$ cat src/rtl/mux4_rr_arbiter.sv
// Four-requester round-robin arbiter driving a 4:1 one-bit mux onto a shared resource.
// Define MUX4_ARB_TIMEOUT_EN to add the MAX_HOLD grant time limit.
module mux4_rr_arbiter #(
  parameter int unsigned MAX_HOLD = 8
) (
  input  logic       clk_in,
  input  logic       rst_n_in,
  input  logic [3:0] req_in,
  input  logic [3:0] data_in,
  output logic [3:0] gnt_out,
  output logic [1:0] sel_out,
  output logic       busy_out,
  output logic       y_out
);

  if (MAX_HOLD < 2 || MAX_HOLD > 15) begin : g_bad_hold
    $error("MAX_HOLD must be in 2..15");
  end

  typedef enum logic {IDLE = 1'b0, BUSY = 1'b1} state_t;

  state_t     state_q, state_d;
  logic [1:0] ptr_q, ptr_d;
  logic [1:0] sel_q, sel_d;
  logic [3:0] gnt_q, gnt_d;
  logic [2:0] pick;

`ifdef MUX4_ARB_TIMEOUT_EN
  logic [3:0] hold_q, hold_d;
`endif

  // Returns {found, index} of the first set mask bit in order base+1 .. base+4.
  function automatic logic [2:0] rr_pick(input logic [1:0] base, input logic [3:0] mask);
    logic [2:0] r;
    logic [1:0] idx;
    r = 3'b000;
    for (int k = 3; k >= 0; k--) begin
      idx = base + 2'(k + 1);
      if (mask[idx]) r = {1'b1, idx};
    end
    return r;
  endfunction

  always_comb begin
    state_d = state_q;
    ptr_d   = ptr_q;
    sel_d   = sel_q;
    pick    = 3'b000;
`ifdef MUX4_ARB_TIMEOUT_EN
    hold_d  = hold_q;
`endif
    case (state_q)
      IDLE: pick = rr_pick(ptr_q, req_in);
      BUSY: begin
        if (!req_in[sel_q]) begin
          pick = rr_pick(sel_q, req_in);
          if (!pick[2]) state_d = IDLE;
        end
`ifdef MUX4_ARB_TIMEOUT_EN
        else if (hold_q == 4'(MAX_HOLD - 1)) begin
          // Time is up: hand over only if someone else is waiting, otherwise restart the count.
          pick = rr_pick(sel_q, req_in & ~(4'b0001 << sel_q));
          if (!pick[2]) hold_d = 4'd0;
        end else begin
          hold_d = hold_q + 4'd1;
        end
`endif
      end
      default: state_d = IDLE;
    endcase
    if (pick[2]) begin
      state_d = BUSY;
      sel_d   = pick[1:0];
      ptr_d   = pick[1:0];
`ifdef MUX4_ARB_TIMEOUT_EN
      hold_d  = 4'd0;
`endif
    end
    gnt_d = (state_d == BUSY) ? (4'b0001 << sel_d) : 4'b0000;
  end

  always_ff @(posedge clk_in or negedge rst_n_in) begin
    if (!rst_n_in) begin
      state_q <= IDLE;
      ptr_q   <= 2'b11;
      sel_q   <= 2'b00;
      gnt_q   <= 4'b0000;
`ifdef MUX4_ARB_TIMEOUT_EN
      hold_q  <= 4'd0;
`endif
    end else begin
      state_q <= state_d;
      ptr_q   <= ptr_d;
      sel_q   <= sel_d;
      gnt_q   <= gnt_d;
`ifdef MUX4_ARB_TIMEOUT_EN
      hold_q  <= hold_d;
`endif
    end
  end

  assign gnt_out  = gnt_q;
  assign sel_out  = sel_q;
  assign busy_out = (state_q == BUSY);
  // Gated by busy so an idle mux never leaks the last owner's data.
  assign y_out    = (state_q == BUSY) ? data_in[sel_q] : 1'b0;

endmodule

$ cat config.mk
export PLATFORM = sky130hd
export DESIGN_NAME = mux4_rr_arbiter
export DESIGN_NICKNAME = d
export VERILOG_FILES = /design/src/rtl/mux4_rr_arbiter.sv
export SDC_FILE = /design/constraint.sdc
export NUM_CORES = 1
export LEC_CHECK = 0
export ABC_AREA = 1
export CORE_UTILIZATION = 50
export CTS_BUF_LIST = sky130_fd_sc_hd__clkbuf_2 sky130_fd_sc_hd__clkbuf_4 sky130_fd_sc_hd__clkbuf_8
export CTS_CLUSTER_SIZE = 20
export DETAILED_ROUTE_END_ITERATION = 6
export PLACE_DENSITY_LB_ADDON = 0.2
export SLEW_MARGIN = 20
export SYNTH_ARGS = -nofsm -noshare
export SYNTH_HDL_FRONTEND = slang
export SYNTH_SLANG_ARGS = --single-unit
$ cat constraint.sdc
create_clock -name clk_in -period 1.7 [get_ports clk_in]
set_input_delay 0.51 -clock clk_in [delete_from_list [all_inputs] [get_ports clk_in]]
set_output_delay 0.51 -clock clk_in [all_outputs]
set_load 0.01 [all_outputs]
==> results.md <==
- DR iter-0 viols: 26
- Nets: 166
- Actual transition at the worst max-transition pin: 0.4053 ns
- Final HPWL DP: 1525 um
- Combinational power share: 77.0%
- Die Span X: 41.33 um
- Global-route wire length before repair: 3381 um
- Vias in the first global route: 818
- Num rows: 13
- Number of synthesized register bits: 9
- Max-cap viol count: 0
- TritonCTS Sinks: 9
- Antenna Cells: 0
- TritonRoute pass-1 iters: 4
- Cell variety after synth: 21
- Sequential cell area: 227.7 um^2
- Commonest non-fill, non-tap cell in the layout: nand2_1
- Syn-to-layout area delta: 47.74%
- Worst Setup Path Type: in2out
- Finished Cell Area: 0.001142 mm^2
- Reg2reg setup slack: -0.06 ns
- Wire length per cell: 13.84 um
- Longest Clk Path Bufs: 2
- Cell count after synthesis: 124
- Synth Area per Inst: 6.236 um^2
- Commonest cells after routing, fill and taps aside: nand2_1, buf_4, inv_1, nand3_1, dlygate4sd2_1
- Die ar.: 0.001708 mm^2
- Routed wire length: 2353 um
- Seq pwr share: 15.4%
- Core footprint: 0.001366 mm^2
- RR Endpoint: ptr_q[1]
- Critical path origin: data_in[3]
- Setup crit end kind: output pin
- Net Sw Power: 1303 uW
- Hold_buf cts: 0
- CP Max Fanout: 1
- Power density over the cells: 2244 mW/mm^2
- Clk root buf: clkbuf_4
- CP Data Arrival Time: 1.28 ns
- Layout cells sized above 1: 30.97%
- Power Total: 2563 uW
- Num CTS Buffers: 3
- Final Critical Period: 1.788 ns
- FF-to-FF path depth: 12
- Worst R2R Start: sel_out[0]
- I/O Buffers: 17
- Routability congestion estimate: 0.8112
- Fin worst setup slack: -0.08818 ns
- Pint: 1260 uW
- Failing checks: negative setup slack
- CP Cell Sequence: clkdlybuf4s50_1, o21ai_1, a21oi_1, buf_2
- Clk pwr share: 7.6%
- Pre-CTS WS: -0.6616 ns
- Worst-Skew Late Latency: 0.28 ns
- Tot GR Track Use: 31.51%
- Yosys Warn Count: 0
- ANT nets after route: 0
- HP Class: in2async
- Setup-failing EPs final: 7
- Fmax: 0.5592 GHz
- CP max stage cell: clkdlybuf4s50_1
- Critical Path Max Stage Delay: 0.45 ns
- DRC viols: 0
- Mapped Area: 773.2 um^2
- Syn nets: 134
- Num ports: 18
- Final worst-path cycle share: 105.2%
- Antenna violations before repair: 0
- Switching share of power: 50.83%
- WHS: 0.5190 ns
- Status: complete, but fails checks
- Vias: 934
- Die Ht: 41.33 um
- Final Hold Fails: 0
- TritonCTS clock tree: built
- Relative slew slack: 72.90%
- Vias per inst: 5.494
- Crit path capture: y_out
- Final core utilization: 83.61%
- Max-slew violation count: 0
- H-tree depth: 1
- Unrepaired setup endpoints after global routing: true
- Pleak: 0.0006200 uW
- DP Area: 999.7 um^2
- Sequential fraction of the synthesis area: 29.45%
- VDD IR max: 1.419 mV
- Clock-pin slew on the worst setup and hold paths: 0.06 ns
- Pin count of the biggest net entering global routing: 13
- Setup crit start kind: input port
- Starting Density: 56.59%
- Final Skew: 0.006189 ns
- Area of the multi-input gates: 549.3 um^2
- Total congestion overflow: 0
- Required time worst endpoint: 1.19 ns
- Fillers: 87
-- state kept, by name, indices dropped and copies added, names as in the netlist --
name	flops
gnt_out	4
ptr_q	2
sel_out	2
busy_out	1
-- worst min path at each step --
stage | end | start | cells after the start
final | gnt_out[2] | rst_n_in | 1
after global routing | gnt_out[0] | rst_n_in | 1
after CTS | gnt_out[2] | rst_n_in | 1
after detailed placement | ptr_q[1] | ptr_q[1] | 2
after global placement | ptr_q[1] | ptr_q[1] | 2
after floorplan | busy_out | rst_n_in | 0
-- critical path, delay by kind of cell --
| family | cells | cell delay (ns) |
|---|---|---|
| compound gates | 2 | 0.17 |
| buf+inv | 2 | 0.59 |
-- final cells by class --
class | count | area share, %
sequential | 9 | 19.93
clock buffer | 4 | 2.629
multi-input combinational | 101 | 48.08
timing repair buffer | 29 | 23.66
inverter | 12 | 4.053
tap | 15 | 1.643
-- stage by stage --
step           TNS, ns  cells
6_report       -0.4865    170
5_1_grt         -1.160    170
4_1_cts        -0.1045    170
3_5_place_dp    -3.777    162
3_3_place_gp    -3.374    162
2_1_floorplan        0    124
-- routing by layer --
metal	GRT usage, %	part of all wire, %
met1	32.34	40
met2	60.16	53
met3	6.383	4.8
met4	14.52	2.1
met5	0	0
-- kinds of logic after synthesis --
| logic type | share of synthesized area, % |
|---|---|
| buffers and inverters | 8.899 |
| AOI/OAI and AO/OA | 8.574 |
| and+or+nand+nor | 53.07 |
| DFF | 29.45 |
-- Yosys cell counts --
cell / instances / share of area (%)
a21oi_1: 1 / 0.65
dfstp_2: 2 / 6.8
nand3_4: 1 / 2.3
inv_2: 2 / 0.97
o21ai_1: 1 / 0.65
nand2_2: 6 / 4.9
inv_1: 9 / 4.4
o211ai_1: 2 / 1.9
o21ai_0: 4 / 2.6
nor2_1: 12 / 5.8
nor2_2: 1 / 0.81
dfrtp_1: 7 / 23
o211ai_2: 1 / 1.6
nand2_1: 54 / 26
nand3_2: 1 / 1.3
nor2_4: 1 / 1.5
buf_6: 2 / 2.9
nand4_1: 4 / 3.2
clkinv_2: 1 / 0.65
nand3_1: 11 / 7.1
o21ai_2: 1 / 1.1
-- what timing repair did --
item,in CTS,in global routing
buffers inserted,4,0
endpoints found under the setup margin,12,10
pin swaps,8,6
gates resized for setup,25,13
-- power groups by stage --
stage	sequential, uW	clock (uW)	combinational (uW)
finish	394	194	1970
CTS	393	195	1780
global route	406	208	2170
detailed placement	421	0	1600
floorplan	423	0	1130
global placement	418	0	1560
Power figures use the tool's default switching activity.
